### src/rtl/imm_decode_stage.sv
// Registered immediate decoder for RV32/RV64 with a valid/ready pipeline slot, stall and flush.
// Define IMM_DECODE_CSR_EN to accept SYSTEM (CSR) immediates; otherwise that opcode is illegal.
package HighLevelControl;
    typedef enum logic [2:0] {Imm11t0, Imm4t0, SType, BType, UType, JType} immSrc;
endpackage

module imm_decode_stage
    import HighLevelControl::*;
#(
    parameter int unsigned BIT_COUNT  = 32,
    parameter int unsigned SHAMT_BITS = $clog2(BIT_COUNT)
) (
    input  logic                 clk,
    input  logic                 reset,
    input  logic                 Flush,
    input  logic                 InValid,
    output logic                 InReady,
    input  logic [31:0]          Instr,
    output logic                 OutValid,
    input  logic                 OutReady,
    output logic [BIT_COUNT-1:0] Imm,
    output immSrc                ImmType,
    output logic                 HasImm,
    output logic                 Illegal
);

    localparam bit IS_RV64 = (BIT_COUNT == 64);

    generate
        if (BIT_COUNT != 32 && BIT_COUNT != 64) begin : g_bad_width
            $error("imm_decode_stage: BIT_COUNT must be 32 or 64");
        end
        if (SHAMT_BITS != $clog2(BIT_COUNT)) begin : g_bad_shamt
            $error("imm_decode_stage: SHAMT_BITS is derived from BIT_COUNT");
        end
    endgenerate

    logic       accept;
    logic [6:0] opcode;
    logic [2:0] funct3;
    logic       is_shift;

    assign InReady  = !OutValid || OutReady;
    assign accept   = InValid && InReady && !Flush;
    assign opcode   = Instr[6:0];
    assign funct3   = Instr[14:12];
    assign is_shift = (funct3 == 3'b001) || (funct3 == 3'b101);

    // Candidate immediates for every format; the decoder just picks one.
    logic [BIT_COUNT-1:0] i_imm, s_imm, b_imm, u_imm, j_imm, shamt_imm, shamt5_imm;

    assign i_imm      = BIT_COUNT'($signed(Instr[31:20]));
    assign s_imm      = BIT_COUNT'($signed({Instr[31:25], Instr[11:7]}));
    assign b_imm      = BIT_COUNT'($signed({Instr[31], Instr[7], Instr[30:25], Instr[11:8], 1'b0}));
    assign u_imm      = BIT_COUNT'($signed({Instr[31:12], 12'b0}));
    assign j_imm      = BIT_COUNT'($signed({Instr[31], Instr[19:12], Instr[20], Instr[30:21], 1'b0}));
    assign shamt_imm  = BIT_COUNT'(Instr[20 +: SHAMT_BITS]);
    assign shamt5_imm = BIT_COUNT'(Instr[24:20]);

`ifdef IMM_DECODE_CSR_EN
    logic [BIT_COUNT-1:0] csr_uimm, csr_addr;
    assign csr_uimm = BIT_COUNT'(Instr[19:15]);
    assign csr_addr = BIT_COUNT'(Instr[31:20]);
`endif

    logic [BIT_COUNT-1:0] dec_imm;
    immSrc                dec_type;
    logic                 dec_has;
    logic                 dec_illegal;

    // Opcode-driven format selection; illegal encodings leave imm/type at their defaults.
    always_comb begin
        dec_imm     = '0;
        dec_type    = Imm11t0;
        dec_has     = 1'b0;
        dec_illegal = 1'b0;
        case (opcode)
            7'b0000011, 7'b1100111: begin
                dec_imm = i_imm;
                dec_has = 1'b1;
            end
            7'b0010011: begin
                if (!is_shift) begin
                    dec_imm = i_imm;
                    dec_has = 1'b1;
                end else if (!IS_RV64 && Instr[25]) begin
                    dec_illegal = 1'b1;
                end else begin
                    dec_imm  = shamt_imm;
                    dec_type = Imm4t0;
                    dec_has  = 1'b1;
                end
            end
            7'b0011011: begin
                if (!IS_RV64) begin
                    dec_illegal = 1'b1;
                end else if (is_shift) begin
                    dec_imm  = shamt5_imm;
                    dec_type = Imm4t0;
                    dec_has  = 1'b1;
                end else begin
                    dec_imm = i_imm;
                    dec_has = 1'b1;
                end
            end
            7'b0100011: begin
                dec_imm  = s_imm;
                dec_type = SType;
                dec_has  = 1'b1;
            end
            7'b1100011: begin
                dec_imm  = b_imm;
                dec_type = BType;
                dec_has  = 1'b1;
            end
            7'b0110111, 7'b0010111: begin
                dec_imm  = u_imm;
                dec_type = UType;
                dec_has  = 1'b1;
            end
            7'b1101111: begin
                dec_imm  = j_imm;
                dec_type = JType;
                dec_has  = 1'b1;
            end
            7'b0110011: begin
                dec_has = 1'b0;
            end
            7'b0111011: begin
                dec_illegal = !IS_RV64;
            end
`ifdef IMM_DECODE_CSR_EN
            7'b1110011: begin
                dec_has = 1'b1;
                if (funct3 >= 3'b101) begin
                    dec_imm  = csr_uimm;
                    dec_type = Imm4t0;
                end else begin
                    dec_imm = csr_addr;
                end
            end
`endif
            default: begin
                dec_illegal = 1'b1;
            end
        endcase
    end

    // Single pipeline slot; flush drops the held entry and blocks the incoming one.
    always_ff @(posedge clk) begin
        if (reset) begin
            OutValid <= 1'b0;
            Imm      <= '0;
            ImmType  <= Imm11t0;
            HasImm   <= 1'b0;
            Illegal  <= 1'b0;
        end else if (Flush) begin
            OutValid <= 1'b0;
        end else if (accept) begin
            OutValid <= 1'b1;
            Imm      <= dec_imm;
            ImmType  <= dec_type;
            HasImm   <= dec_has;
            Illegal  <= dec_illegal;
        end else if (OutReady) begin
            OutValid <= 1'b0;
        end
    end

endmodule

### config.mk
export PLATFORM = sky130hd
export DESIGN_NAME = imm_decode_stage
export DESIGN_NICKNAME = d
export VERILOG_FILES = /design/src/rtl/imm_decode_stage.sv
export SDC_FILE = /design/constraint.sdc
export NUM_CORES = 1
export LEC_CHECK = 0
export BUFFER_PORTS_ARGS = -buffer_cell sky130_fd_sc_hd__buf_4
export CORE_ASPECT_RATIO = 1.4
export CORE_UTILIZATION = 51
export CTS_BUF_LIST = sky130_fd_sc_hd__clkbuf_4 sky130_fd_sc_hd__clkbuf_8 sky130_fd_sc_hd__clkbuf_16
export DETAILED_ROUTE_END_ITERATION = 10
export GPL_ROUTABILITY_DRIVEN = 0
export GPL_TIMING_DRIVEN = 1
export PLACE_DENSITY = 0.84
export SYNTH_ARGS = -nofsm -noshare
export SYNTH_HDL_FRONTEND = slang
export SYNTH_SLANG_ARGS = --single-unit
### constraint.sdc
create_clock -name clk -period 3.6 [get_ports clk]
set_clock_uncertainty 0.2 [all_clocks]
set_input_delay 0.36 -clock clk [delete_from_list [all_inputs] [get_ports clk]]
set_output_delay 0.36 -clock clk [all_outputs]
set_load 0.05 [all_outputs]
# Word level (Yosys, flattened, before mapping)
# Index checks and enable logic that the tools add are counted.
[word_totals]
input_bits = 37
elab_cells = 44
output_inout_bits = 39
reg_bits = 38
[op_classes]
reduce_logical = 13
mux = 14
bitwise = 1
n_eq_ne = 11
[ops]
columns = ["operator", "count"]
rows = [
  ["$pmux 32 s6", 1],
  ["$mux 32", 1],
  ["$eq 7x6->1 const B", 3],
  ["$eq 7x7->1 const B", 3],
  ["$pmux 3 s5", 1],
  ["$eq 7x5->1 const B", 2],
  ["$mux 1", 8],
  ["$reduce_or 8->1", 1],
  ["$eq 7x2->1 const B", 1],
  ["$reduce_or 7->1", 1],
  ["$reduce_or 2->1", 3],
  ["$mux 5", 1],
  ["$pmux 1 s2", 2],
  ["$eq 3x1->1 const B", 1],
  ["$eq 3x3->1 const B", 1],
  ["$logic_and 1x1->1", 2],
  ["$logic_not 1->1", 2],
  ["$logic_or 1x1->1", 2],
  ["$reduce_and 2->1", 1],
  ["$reduce_bool 2->1", 1],
  ["$not 1->1", 1],
]

# Depth between registers and ports, before layout
[logic_depth]
ltp_word = 5
depth_mapped = 7
depth_no_buf = 6

# Worst setup path after synthesis
# Ideal clock, no wire load.
[synth_timing]
path_kind = "reg2reg"
from = "register OutValid"
to = "register Imm[12]"
t_required_ns = 3.333
path_stages_with_launch = 8
arrival_ns = 2.047
path_buffers = 1
slack_ns = 1.286
setup_ns = 0.067
synth_period_minus_slack_ns = 2.314
cell_sequence = "dfxtp_1 > nor2b_1 > inv_1 > nand3b_1 > a211oi_4 > nand2b_4 > buf_6 > o21ai_2"
[synth_via]
elab_chain_cells = 5
[synth_lines]
columns = ["item", "line", "text"]
rows = [
  ["start: declaration", "19", "output logic OutValid,"],
  ["start signal: assignment", "152", "OutValid <= 1'b0;"],
  ["start signal: assignment", "158", "OutValid <= 1'b0;"],
  ["start signal: assignment", "160", "OutValid <= 1'b1;"],
  ["$logic_not 1->1", "43", "assign InReady = !OutValid || OutReady;"],
  ["$logic_or 1x1->1", "43", ""],
  ["net InReady", "17", "output logic InReady,"],
  ["$logic_and 1x1->1 (2 in series)", "44", "assign accept = InValid && InReady && !Flush;"],
  ["$reduce_and 2->1 (no line)", "-", ""],
  ["end signal: assignment", "161", "Imm <= dec_imm;"],
  ["end: declaration", "21", "output logic [BIT_COUNT-1:0] Imm,"],
]
# The timed path passes the listed nets, and every way through them passes these cells.
# A chain may end at the register's enable or synchronous reset.

# Worst setup path after layout
[layout_timing]
from = "register OutValid"
to = "register Imm[21]"
[layout_via]
elab_chain_cells = 5
[layout_lines]
columns = ["item", "line"]
rows = [
  ["$logic_not 1->1", "43"],
  ["$logic_or 1x1->1", "43"],
  ["$logic_and 1x1->1 (2 in series)", "44"],
  ["$reduce_and 2->1 (no line)", "-"],
]
# No other way between the ends.

==> qor.yml <==
outcome:
  outcome: "finished, final reports clean"
die:
  core_um2: 3380
  die_h_um: 72.5
  pin_count: 76
  num_rows: 25
  die-area_um2: 3790
  dieWidth_um: 52.3
  initial_core_util_pct: 53.6
critical_path:
  path_depth: 6
  cp_slowest_cell: "a211oi_4"
  critPathKind: "flip-flop to flip-flop"
  slowest_delay_ps: 570
  reg2reg_depth: 6
  cp.required_ps: 3620
  path_delay_family: "simple AND/OR/NAND/NOR gates"
  cp_max_fo: 20
  cp_data_arrival_time_ps: 2380
  path_cells: "nor2b_1 -> inv_1 -> nand3b_1 -> a211oi_4 -> nand2b_4 -> o21ai_2"
  cp-end-kind: "flip-flop"
  start_kind: "flip-flop"
  crit_buf_inv: 1
cells_and_area:
  multi_input_area_um2: 962
  nNetsFinal: 319
  drive_gt1_share_pct: 39.2
  num_antenna_cells: 0
  final_area_um2: 2470
  syn_to_final_growth_pct: 36.7
  final-seq-area_um2: 761
  fillers: 299
place:
  place_ws_ps: 1150
  dp_hpwl_um: 3460
  port_buffers: 75
  placed_area_um2: 2360
clock_network:
  cts_setup_buffers: 0
  cts_num_sinks: 38
  ctsHoldBuffers: 0
  cts_tree: "yes"
  clkLatencyLatePin_ps: 290
  cts_resized: 0
  cts_buffers: 5
  cts_max_path_buffers: 2
  cts_root_buffer: "clkbuf_8"
  clkSlewWorstSetupHoldPaths_ps: 70
  htree_levels: 2
pwr:
  peakVddDrop_mv: 0.317
  pwr_density_cell_nw_per_um2: 368
  leakagePower_nw: 1.01
logic_synthesis:
  synth_nets: 248
  yosysTopAreaCell: "dfxtp_1"
  yosysUniqueCellTypes: 37
  ys_seq_area_share_pct: 42.0
  ys_warn_count: 0
  synth_most_common_cell: "dfxtp_1"
  synthCells: 211
  synth-main-ff-cell: "dfxtp_1"
  syn_area_um2: 1810
  yosys-top-cells-area: "dfxtp_1, o21ai_2, a21oi_1, nand2_1, nor2_1"
  synth_edf_count: 0
  synthArstFlopShare_pct: 0
  synth_seq_cells: 38
  avgSynthCellArea_um2: 8.57
  yosys-top-cells-count: "dfxtp_1, a21oi_1, nand2_1"
  yosysTopAreaCellShare_pct: 42.0
grt:
  track_usage_pct: 26.4
  grt_pass1_wl_um: 7490
  grt_max_degree: 21
  antenna_found_initial: 0
  grt_overflow: 0
  grt_pass1_vias: 1678
hold_path:
  hold_path.class: "primary input to flip-flop"
  holdPathStages: 2
timing:
  finalMaxSlewViolations: 0
  grt_setup_unrepaired: "no"
  finalSetupViolCount: 0
  slew_headroom_pct: 42.4
  worst_slack_ps: 1250
  layout_min_cycle_time_ps: 2350
  fmax_ghz: 0.425
  worst_slew_pin_slew_ps: 862
  fin_setup_tns_ps: 0
  min_period_over_period_pct: 65.3
  hold_violations: 0
run:
  max-cap-violations: 0
detailed_routing:
  avgRoutedWirePerCell_um: 14.4
  routed_wl_um: 4670
  ant_nets: 0
  viasPerCell: 5.57
  drtIter0Drc: 74
  drc: 0
  drt_first_pass_iters: 5
  vias: 1799
state kept, by name (all words and copies together) (netlist names):
name,count
Illegal,1
Imm,32
HasImm,1
OutValid,1
ImmType,3
cells by family (layout without fill, tap and decap cells):
family,after synthesis,in the layout,synth area share [%]
AOI/OAI and AO/OA,71,71,27.7
DFF,38,38,42.0
and+or+nand+nor,86,86,25.0
xor gates and xnor gates,1,1,0.484
buffers and inverters,15,87,4.77
per-layer routing:
| layer | global-route usage (%) | vias up | part of all wire (%) |
|---|---|---|---|
| li1 | - | 908 | - |
| met1 | 30.6 | 822 | 40 |
| met2 | 46.0 | 62 | 53 |
| met3 | 5.87 | 7 | 5.4 |
| met4 | 10.2 | 0 | 1.7 |
| met5 | 0 | - | 0 |
cells in the final DEF (no fill, tap or decap), drive strengths merged, types with 5 or more instances in the layout:
cell type / count
clkbuf: 7
o21ai: 24
a22oi: 6
nor2: 17
nor3: 12
nand3: 5
dfxtp: 38
nor2b: 5
a222oi: 5
a21oi: 29
nand2: 28
buf: 77
where the power goes:
part | internal, W | switching, W | total (W)
clock | 0.000222 | 0.000147 | 0.000369
combinational | 0.0000488 | 0.0000652 | 0.000114
sequential | 0.000424 | 0.00000229 | 0.000426
total | 0.000695 | 0.000214 | 0.000910
cell type report:
class	instances	share of cell area (%)
Multi-Input combinational cell	158	38.9
Sequential cell	38	30.8
Timing Repair Buffer	77	23.4
Clock buffer	7	3.39
Tap cell	40	2.02
Clock inverter	1	1.21
Inverter	2	0.304
final timing paths:
path	start	to	slack, ps
setup / recovery	OutValid	Imm[21]	1250
hold / removal	Flush	OutValid	50
setup reg to reg	OutValid	Imm[21]	1250
hold reg to reg	Imm[27]	Imm[27]	260
through the flow:
stage / instances / hold WS [ps] / utilization, % / power (W)
3_3_place_gp: 315 / 239 / 69.8 / 0.000548
6_report: 323 / 46.6 / 73.2 / 0.000910
2_1_floorplan: 211 / 239 / - / 0.000498
3_5_place_dp: 315 / 243 / 69.8 / 0.000549
4_1_cts: 323 / 48.2 / 73.2 / 0.000908
5_1_grt: 323 / 46.7 / 73.2 / 0.000938
worst register-to-register path, cell delays in order, from the launching register on:
cell and delay [ps]:
dfxtp_1 320, nor2b_1 160, inv_1 80, nand3b_1 420, a211oi_4 570, nand2b_4 300, o21ai_2 220
Power figures use the tool's default switching activity.
